[src/rtl/cmip_rst_pkg.sv]
// cmip_rst_seq shared types and helpers.
// State encoding and counter sizing.
package cmip_rst_pkg;

  typedef enum logic [1:0] {
    HOLD      = 2'd0,
    WAIT_LOCK = 2'd1,
    RELEASE   = 2'd2,
    DONE      = 2'd3
  } state_e;

  // Bits needed to hold max_cnt, never less than one.
  function automatic int cnt_w(input int max_cnt);
    int w;
    w = $clog2(max_cnt + 1);
    if (w < 1) w = 1;
    return w;
  endfunction

endpackage

[src/rtl/cmip_lock_filt.sv]
// Lock input synchronizer plus
// consecutive-high qualification filter.
module cmip_lock_filt
  import cmip_rst_pkg::*;
#(
  parameter int LOCK_FILT = 4
) (
  input  logic i_clk,
  input  logic i_rst,
  input  logic i_lock,
  output logic o_lk_s,
  output logic o_lock_ok
);

  localparam int CW = cnt_w(LOCK_FILT);
  localparam logic [CW-1:0] FILT_MAX =
    CW'(LOCK_FILT);

  logic          sync1_q;
  logic          sync2_q;
  logic [CW-1:0] cnt_q;
  logic [CW-1:0] cnt_d;

  // Filter counts synchronized-high cycles, saturating.
  always_comb begin
    cnt_d = cnt_q;
    if (!sync2_q)
      cnt_d = '0;
    else if (cnt_q != FILT_MAX)
      cnt_d = cnt_q + 1'b1;
  end

  // Two-flop synchronizer and filter register.
  always_ff @(posedge i_clk) begin
    if (i_rst) begin
      sync1_q <= 1'b0;
      sync2_q <= 1'b0;
      cnt_q   <= '0;
    end else begin
      sync1_q <= i_lock;
      sync2_q <= sync1_q;
      cnt_q   <= cnt_d;
    end
  end

  assign o_lk_s    = sync2_q;
  assign o_lock_ok = (cnt_q == FILT_MAX);

endmodule

[src/rtl/cmip_rst_seq.sv]
// Staged reset sequencer: holds, waits for lock,
// then releases resets one by one with a fixed gap.
module cmip_rst_seq
  import cmip_rst_pkg::*;
#(
  parameter int RST_NUM   = 4,
  parameter int HOLD_CYC  = 16,
  parameter int GAP_CYC   = 8,
  parameter int LOCK_FILT = 4
) (
  input  logic               i_clk,
  input  logic               i_rst,
  input  logic               i_lock,
  input  logic               i_soft_rst,
  output logic [RST_NUM-1:0] o_rst_n,
  output logic               o_rst_done
);

  localparam int HW = cnt_w(HOLD_CYC - 1);
  localparam int GW = cnt_w(GAP_CYC - 1);
  localparam logic [HW-1:0] HOLD_MAX =
    HW'(HOLD_CYC - 1);
  localparam logic [GW-1:0] GAP_MAX =
    GW'(GAP_CYC - 1);
  localparam logic [RST_NUM-1:0] ONE =
    RST_NUM'(1);

  state_e             state_q, state_d;
  logic [HW-1:0]      hold_q, hold_d;
  logic [GW-1:0]      gap_q, gap_d;
  logic [RST_NUM-1:0] rst_n_q, rst_n_d;
  logic               done_q, done_d;
  logic               lk_s;
  logic               lock_ok;
  logic               restart;

  cmip_lock_filt #(
    .LOCK_FILT (LOCK_FILT)
  ) u_lock_filt (
    .i_clk     (i_clk),
    .i_rst     (i_rst),
    .i_lock    (i_lock),
    .o_lk_s    (lk_s),
    .o_lock_ok (lock_ok)
  );

  // Lock loss only matters once releasing has begun.
  assign restart = i_soft_rst |
    (!lk_s && (state_q == RELEASE ||
               state_q == DONE));

  // Next-state, counters and staged outputs.
  always_comb begin
    state_d = state_q;
    hold_d  = hold_q;
    gap_d   = gap_q;
    rst_n_d = rst_n_q;
    done_d  = done_q;
    if (restart) begin
      state_d = HOLD;
      hold_d  = '0;
      gap_d   = '0;
      rst_n_d = '0;
      done_d  = 1'b0;
    end else begin
      unique case (state_q)
        HOLD: begin
          if (hold_q == HOLD_MAX) begin
            state_d = WAIT_LOCK;
            hold_d  = '0;
          end else begin
            hold_d = hold_q + 1'b1;
          end
        end
        WAIT_LOCK: begin
          if (lock_ok) begin
            state_d = RELEASE;
            rst_n_d = ONE;
            gap_d   = '0;
          end
        end
        RELEASE: begin
          if (&rst_n_q) begin
            state_d = DONE;
            done_d  = 1'b1;
          end else if (gap_q == GAP_MAX) begin
            gap_d   = '0;
            rst_n_d = (rst_n_q << 1) | ONE;
          end else begin
            gap_d = gap_q + 1'b1;
          end
        end
        DONE: begin
          done_d = 1'b1;
        end
      endcase
    end
  end

  // State and output registers.
  always_ff @(posedge i_clk) begin
    if (i_rst) begin
      state_q <= HOLD;
      hold_q  <= '0;
      gap_q   <= '0;
      rst_n_q <= '0;
      done_q  <= 1'b0;
    end else begin
      state_q <= state_d;
      hold_q  <= hold_d;
      gap_q   <= gap_d;
      rst_n_q <= rst_n_d;
      done_q  <= done_d;
    end
  end

  assign o_rst_n    = rst_n_q;
  assign o_rst_done = done_q;

endmodule

[config.mk]
export PLATFORM = sky130hd
export DESIGN_NAME = cmip_rst_seq
export DESIGN_NICKNAME = d
export VERILOG_FILES = /design/src/rtl/cmip_rst_pkg.sv /design/src/rtl/cmip_lock_filt.sv /design/src/rtl/cmip_rst_seq.sv
export SDC_FILE = /design/constraint.sdc
export NUM_CORES = 1
export LEC_CHECK = 0
export ABC_CLOCK_PERIOD_IN_PS = 2100
export CAP_MARGIN = 15
export CORE_MARGIN = 5
export CORE_UTILIZATION = 55
export CTS_CLUSTER_SIZE = 30
export DETAILED_ROUTE_END_ITERATION = 10
export PLACE_DENSITY = 0.84
export SYNTH_ARGS = -nofsm -noshare
export SYNTH_HDL_FRONTEND = slang
export SYNTH_HIERARCHICAL = 1
export SYNTH_SLANG_ARGS = --single-unit
[constraint.sdc]
create_clock -name i_clk -period 2.1 [get_ports i_clk]
set_input_delay 0.42 -clock i_clk [delete_from_list [all_inputs] [get_ports i_clk]]
set_output_delay 0.42 -clock i_clk [all_outputs]
set_load 0.03 [all_outputs]
# Word-level counts from Yosys, hierarchy flattened
# Cells that the tools add are included.
[totals] reg_bits=19 inputBits=4 output_inout_bits=5 elab_cells=54
[op_classes] addsub=3 n_eq_ne=12 muxes=15 bitwise_logic=2 n_reduce_logical=14
[op_table] cell="$mux W4" n=4
[op_table] cell="$reduce_and A4 Y1" n=3
[op_table] cell="$mux W3" n=3
[op_table] cell="$pmux W4 S2" n=1
[op_table] cell="$add A3 B1 Y3 const B" n=2
[op_table] cell="$eq A3 B3 Y1 const B" n=2
[op_table] cell="$mux W2" n=3
[op_table] cell="$ne A2 B2 Y1 const B" n=3
[op_table] cell="$pmux W2 S3" n=1
[op_table] cell="$pmux W3 S2" n=1
[op_table] cell="$add A4 B1 Y4 const B" n=1
[op_table] cell="$eq A2 B2 Y1 const B" n=2
[op_table] cell="$eq A4 B4 Y1 const B" n=1
[op_table] cell="$ne A2 B1 Y1 const B" n=2
[op_table] cell="$reduce_bool A2 Y1" n=2
[op_table] cell="$reduce_or A2 Y1" n=2
[op_table] cell="$ne A3 B3 Y1 const B" n=1
[op_table] cell="$reduce_and A3 Y1" n=1
[op_table] cell="$reduce_bool A3 Y1" n=1
[op_table] cell="$eq A2 B1 Y1 const B" n=1
[op_table] cell="$logic_not A2 Y1" n=1
[op_table] cell="$pmux W1 S2" n=1
[op_table] cell="$reduce_and A2 Y1" n=1
[op_table] cell="$logic_and A1 B1 Y1" n=1
[op_table] cell="5 further kinds" n=5

# Depth between registers and ports, before layout
# Gate-level depths: netlist of run 1.
[depth] ltp_word=5 ltp_mapped=7 mapped_depth_nobuf=7

# By module
# The synthesis of run 1 kept the hierarchy.
[modules_own_cells] module="cmip_rst_seq" n_inst=1 cells_each=85 area_per_inst_um2=763.2 seq_area_each_um2=280.3
[modules_own_cells] module="cmip_lock_filt" n_inst=1 cells_each=22 area_per_inst_um2=220.2 seq_area_each_um2=100.1

# Least setup slack after synthesis of run 1
# Ideal clock, no wire load.
[synth_timing] kind="register to register" start="reg state_q[0]" end="reg gap_q[0]" setup_time_ns=0.066 arrival_time_ns=1.438 t_required_ns=2.034 slack_ns=0.596 stages_incl_launch_ff=8 n_path_buf=1 period_less_slack_ns=1.504 cell_sequence="dfxtp_1 inv_1 ha_1 buf_4 nand2_1 o21ai_2 or3_1 a21oi_2"
[synth_via] elab_chain_cells=5 word_cells_on_any_way=12 cone_classes="5 x eq/ne; 1 x mux; 1 x bitwise; 5 x reduce/logical"
[synth_rtl] item="from (decl)" line_no="cmip_rst_seq.sv:28" rtl="state_e state_q, state_d;"
[synth_rtl] item="from (signal assigned)" line_no="cmip_rst_seq.sv:109" rtl="state_q <= state_d;"
[synth_rtl] item="$eq A2 B2 Y1, on equally long branches" line_no="cmip_rst_seq.sv:49, cmip_rst_seq.sv:66, cmip_rst_seq.sv:50"
[synth_rtl] item="$logic_or A1 B1 Y1" line_no="cmip_rst_seq.sv:49" rtl="(!lk_s && (state_q == RELEASE ||"
[synth_rtl] item="$logic_and A1 B1 Y1" line_no="cmip_rst_seq.sv:49"
[synth_rtl] item="$or A1 B1 Y1" line_no="cmip_rst_seq.sv:48" rtl="assign restart = i_soft_rst |"
[synth_rtl] item="$reduce_or A2 Y1 (no line)"
[synth_rtl] item="to (signal assigned)" line_no="cmip_rst_seq.sv:111" rtl="gap_q <= gap_d;"
[synth_rtl] item="to (decl)" line_no="cmip_rst_seq.sv:30" rtl="logic [GW-1:0] gap_q, gap_d;"
# Parallel ways exist; a longest one is shown, timed or not.
# A chain may end at the register's enable or synchronous reset.

# Worst setup path in the final report of run 1
[layout_timing] start="reg rst_n_q[0] (netlist: o_rst_n[0])" end="out o_rst_n[0]"
[layout_rtl] item="from (decl)" line_no="cmip_rst_seq.sv:31" rtl="logic [RST_NUM-1:0] rst_n_q, rst_n_d;"
[layout_rtl] item="from (signal assigned)" line_no="cmip_rst_seq.sv:112" rtl="rst_n_q <= rst_n_d;"
[layout_rtl] item="to (decl)" line_no="cmip_rst_seq.sv:15" rtl="output logic [RST_NUM-1:0] o_rst_n,"
# No word-level cell between the ends.

==> reports/metrics.cfg, run 1 <==
[worst_setup_path]
cp.required_ns=1.68
crit_slowest_cell=clkdlybuf4s50_1
crit_family=buffers and inverters
end_kind=output port
crit_path_cell_trace=clkdlybuf4s50_1
startpoint_type=flop
critical_path.max_fanout=5
criticalPathCategory=reg -> out
worst-path-buf-inv=1
slowest_delay_ns=0.70
arrival_ns=1.42

[layout]
final_common_cell=dfxtp_1
fin_cells=143
final_nets=134
drive_gt1_frac=0.119
utilization=0.650
n_antenna_cell=0
final_cell_mix=dfxtp_1, nand2_1, a21oi_1, ha_1, nand3_1
area_growth_syn_to_layout_pct=12.8

[routing]
antenna_left=0
drt_iter0_drc=6
post_drt_wl_per_cell_um=11.7
drc=0
drtPass1Iterations=4
routed_wl_um=1680
routed_via_density=5.36
dr_total_vias=766

[job]
max_cap_viol_count=0

[power]
pwr_density_cell_nw_per_um2=516
max-vdd-ir-drop_uv=385
power_leakage_nw=0.421

[yosys]
synth_top_cell_area_share=0.387
netlist_area_um2=983
ys_seq_area_frac=0.387
ys_ff_latch=19
ys_top_cells_by_area=dfxtp_1, ha_1, a21oi_1
yosys.area.top_type=dfxtp_1
yosys_warnings=6
synth.net_count=122
avgSynthCellArea_um2=9.19
synthCells=107
synth_cell_types=31

[die]
rows=15
die_area_um2=2730
die_w_um=52.3
core_um2=1710
fp.dieH_um=52.3
design.portCount=9
start_util=0.576

[clock_tree]
clock_latency_ns=0.30
cts_setup_buffers=0
root_buffer=clkbuf_4
cts_tree=yes
cts_buffer_depth=2
htreeDepth=1
numCtsBuffers=3
cts_sinks=19
clkTransAtPathRegs_ns=0.10
post_cts_resized=0
cts-hold-fix-buffers=0

[timing]
slew_viol_final=0
finalCritPeriodShare=0.876
hold_violations=0
worst_pin_slew_ns=0.330
post-route-min-period_ns=1.84
rsz0062_at_grt=false
clock_skew_ns=0.00270
setup_viol=0
setup_tns_ns=0
max_freq_mhz=543
slew_headroom=0.780

[status]
status=finished, final reports clean

[global_route]
grt_max_degree=11
grt_pass1_vias=734
grt_overflow=0
antenna_found_initial=0
gr-usage-all-layers=0.143
grt_pass1_wl_um=2980

[placement]
dp.cells=139
routabilityCongestion=0.785
io_buffers=8
dpl.hpwl_um=1340

[min_path]
hold_path.class=reg -> reg

## registers in the layout (all words and copies together) (netlist names)
name / cells
hold_q: 4
u_lock_filt/sync1_q: 1
gap_q: 3
o_rst_n: 4
u_lock_filt/cnt_q: 3
u_lock_filt/o_lk_s: 1
o_rst_done: 1
state_q: 2
## final cells by class
class	instances	area, um2
Sequential cell	19	380
Multi-Input combinational cell	81	566
Clock buffer	4	26.3
Inverter	5	18.8
Tap cell	25	31.3
Fill cell	138	598
Timing Repair Buffer	9	87.6
## Yosys cell counts, drive strengths merged
cell type and count:
dfxtp 19, a21oi 12, nand2 12, ha 11, nand3 9, nor2 6
inv 5, nand2b 4, o21a 3, o21ai 3, buf 2, mux2 2
nand4 2, nor2b 2, o2111ai 2, or3 2, a211oi 1, a21bo 1
a21o 1, a221oi 1, and2 1, and3 1, and3b 1, mux2i 1
nor3 1, nor3b 1, xor2 1
## metrics by stage
stage | power, W | setup slack, ns | cell area [um2] | hold slack (ns)
3_3_place_gp | 0.000399 | 0.518 | 1080 | 0.424
5_1_grt | 0.000605 | 0.193 | 1110 | 0.489
4_1_cts | 0.000580 | 0.257 | 1110 | 0.463
2_1_floorplan | 0.000391 | 0.596 | 983 | 0.414
3_5_place_dp | 0.000400 | 0.476 | 1080 | 0.437
6_report | 0.000573 | 0.260 | 1110 | 0.461
## metal layers
layer,up-vias,routed length [um],GRT usage
met5,-,0,0
met4,0,21,0.0511
met3,4,51,0.0342
met2,10,848,0.254
met1,355,758,0.165
li1,397,-,-
## where the power goes
part | switching, W | internal (W) | total [W]
clock network | 0.000107 | 0.0000740 | 0.000181
registers | 0.00000348 | 0.000364 | 0.000368
logic | 0.0000107 | 0.0000134 | 0.0000242
total | 0.000121 | 0.000452 | 0.000573
## cell families (layout without fill, tap and decap cells)
family | Yosys count | after routing | synth area share
simple gates | 42 | 42 | 0.219
compound gates | 24 | 24 | 0.170
flops | 19 | 19 | 0.387
fa+ha+maj | 11 | 11 | 0.140
buf+inv | 7 | 18 | 0.0382
mux | 3 | 3 | 0.0369
xor+xnor | 1 | 1 | 0.00891
## path summary, 6_finish.rpt
path	slack, ns	start	cells past startpoint	endpoint
setup / recovery	0.26	o_rst_n[0]	1	o_rst_n[0]
setup reg to reg	0.44	state_q[0]	6	gap_q[0]
hold / removal	0.46	u_lock_filt/sync1_q	1	u_lock_filt/o_lk_s
hold reg to reg	0.46	u_lock_filt/sync1_q	1	u_lock_filt/o_lk_s
(Power assumes the default switching activity.)
==> run 2: changes to the inputs <==
CELL_PAD_IN_SITES_DETAIL_PLACEMENT = 1   (was default)
CELL_PAD_IN_SITES_GLOBAL_PLACEMENT = 1   (was default)
CORE_UTILIZATION = 42   (was 55)
PLACE_DENSITY = 0.83   (was 0.84)
==> run 2 against run 1 <==
Wire length increased by 25%. Utilization down 15 points. Clock power is 3% higher. Register-to-register slack got worse by 0.10 ns. Die area up 25%. Clock-buffer cell count decreased by 1. Fmax rose by 0.18%. Combinational power grew 2%. Largest cell class unchanged.
==> reports/metrics.cfg, run 2 (synthesized netlist as in run 1, its figures left out) <==
[routing]
routed_wl_um=2110  ; +25%
dr_total_vias=812  ; +6.0%
antenna_left=0  ; unchanged
drc=0  ; unchanged
routed_via_density=5.56  ; +3.8%
drtPass1Iterations=4  ; unchanged
post_drt_wl_per_cell_um=14.4  ; +23%
drt_iter0_drc=19  ; +13

[global_route]
antenna_found_initial=0  ; unchanged
grt.busiest_layer=met2
gr-usage-all-layers=0.141  ; -0.00210
use_met3=0.0548  ; +0.0206
grt_overflow=0  ; unchanged
grt_max_degree=12  ; +1
use_met1=0.139  ; -0.0258
grt_pass1_wl_um=3800  ; +27%
grt_pass1_vias=898  ; +22%
met2_usage=0.270  ; +0.0154

[placement]
io_buffers=8  ; unchanged
dpl.hpwl_um=1670  ; +24%
dp.cells=142  ; +2.2%
routabilityCongestion=0.747  ; -4.8%

[layout]
drive_gt1_frac=0.127  ; +0.00847
n_antenna_cell=0  ; unchanged
final-seq-area_um2=380  ; unchanged
final_cell_mix=dfxtp_1, nand2_1, a21oi_1, ha_1, nand3_1
final_common_cell=dfxtp_1
multiInputGateArea_um2=566  ; unchanged
fillCellCount=270  ; +96%
fin_cells=146  ; +2.1%
area_growth_syn_to_layout_pct=13.4
final_nets=134  ; unchanged

[die]
die_area_um2=3410  ; +25%
design.portCount=9  ; unchanged
die_w_um=58.4  ; +12%
start_util=0.440  ; -0.135
rows=17  ; +2
fp.dieH_um=58.4  ; +12%
core_um2=2230  ; +31%

[power]
power_leakage_nw=0.424  ; +0.65%
max-vdd-ir-drop_uv=420  ; +9.1%
pwr_density_cell_nw_per_um2=520  ; +0.62%

[clock_tree]
cts_buffer_depth=2  ; unchanged
htreeDepth=1  ; unchanged
cts-hold-fix-buffers=0  ; unchanged
root_buffer=clkbuf_4
numCtsBuffers=3  ; unchanged
post_cts_resized=0  ; unchanged
cts_setup_buffers=0  ; unchanged
clkTransAtPathRegs_ns=0.11  ; about the same
cts_tree=yes
cts_sinks=19  ; unchanged
clock_latency_ns=0.30  ; about the same

[worst_setup_path]
arrival_ns=1.42  ; about the same
slowest_delay_ns=0.70  ; about the same
crit_path_cell_trace=clkdlybuf4s50_1
crit_slowest_cell=clkdlybuf4s50_1
critical_path.max_fanout=5  ; unchanged
cp.required_ns=1.68  ; about the same
startpoint_type=flop
criticalPathCategory=reg -> out
end_kind=output port
crit_family=buffers and inverters
worst-path-buf-inv=1  ; unchanged

[timing]
hold_violations=0  ; unchanged
slew_viol_final=0  ; unchanged
finalCritPeriodShare=0.875  ; -0.00161
post-route-min-period_ns=1.84  ; -0.00337 ns
setup_viol=0  ; unchanged
setup_tns_ns=0  ; unchanged
rsz0062_at_grt=false
slew_headroom=0.758  ; -0.0222
clock_skew_ns=0.00175  ; -0.000954 ns
max_freq_mhz=544  ; +0.18%
worst_pin_slew_ns=0.364  ; +0.0333 ns

[status]
status=finished, final reports clean

[job]
max_cap_viol_count=0  ; unchanged

[min_path]
hold_path.class=reg -> reg

## run 2: cell count changes in the layout (fill, tap and decap cells not counted), sizes merged
| cell | delta |
|---|---|
| clkinv | +1 |
| clkbuf | -1 |
## run 2: area by class of cell
cell class                      instances  area share
Multi-Input combinational cell         81       0.507
Sequential cell                        19       0.341
Timing Repair Buffer                    9      0.0786
Tap cell                               28      0.0314
Clock buffer                            3      0.0202
Inverter                                5      0.0168
Clock inverter                          1     0.00449
## run 2: power by group
part / switching [W] / total [W] / internal [W]
sequential: 0.00000352 / 0.000368 / 0.000364
clock: 0.000116 / 0.000187 / 0.0000712
combinational: 0.0000111 / 0.0000246 / 0.0000135
total: 0.000130 / 0.000579 / 0.000449
## run 2: final timing paths
path / depth (start not counted) / from / slack, ns / end
worst max register to register: 7 / u_lock_filt/cnt_q[0] / 0.34 / state_q[0]
worst min register to register: 1 / u_lock_filt/sync1_q / 0.45 / u_lock_filt/o_lk_s
worst min-delay path: 1 / u_lock_filt/sync1_q / 0.45 / u_lock_filt/o_lk_s
worst max-delay path: 1 / o_rst_n[2] / 0.26 / o_rst_n[2]
## run 2: layer usage
metal | share of wire | routed length (um)
met5 | 0 | 0
met4 | 0.020 | 42
met3 | 0.042 | 88
met2 | 0.52 | 1090
met1 | 0.42 | 884
## run 2: stage by stage
stage | power (W) | area, um2 | setup WS, ns | hold slack, ns | util
6_report | 0.000579 | 1110 | 0.263 | 0.451 | 0.499
5_1_grt | 0.000613 | 1110 | 0.165 | 0.475 | 0.499
4_1_cts | 0.000592 | 1110 | 0.239 | 0.456 | 0.499
3_5_place_dp | 0.000401 | 1090 | 0.383 | 0.430 | 0.487
3_3_place_gp | 0.000400 | 1090 | 0.483 | 0.418 | 0.487
2_1_floorplan | 0.000391 | 983 | 0.596 | 0.414 | -
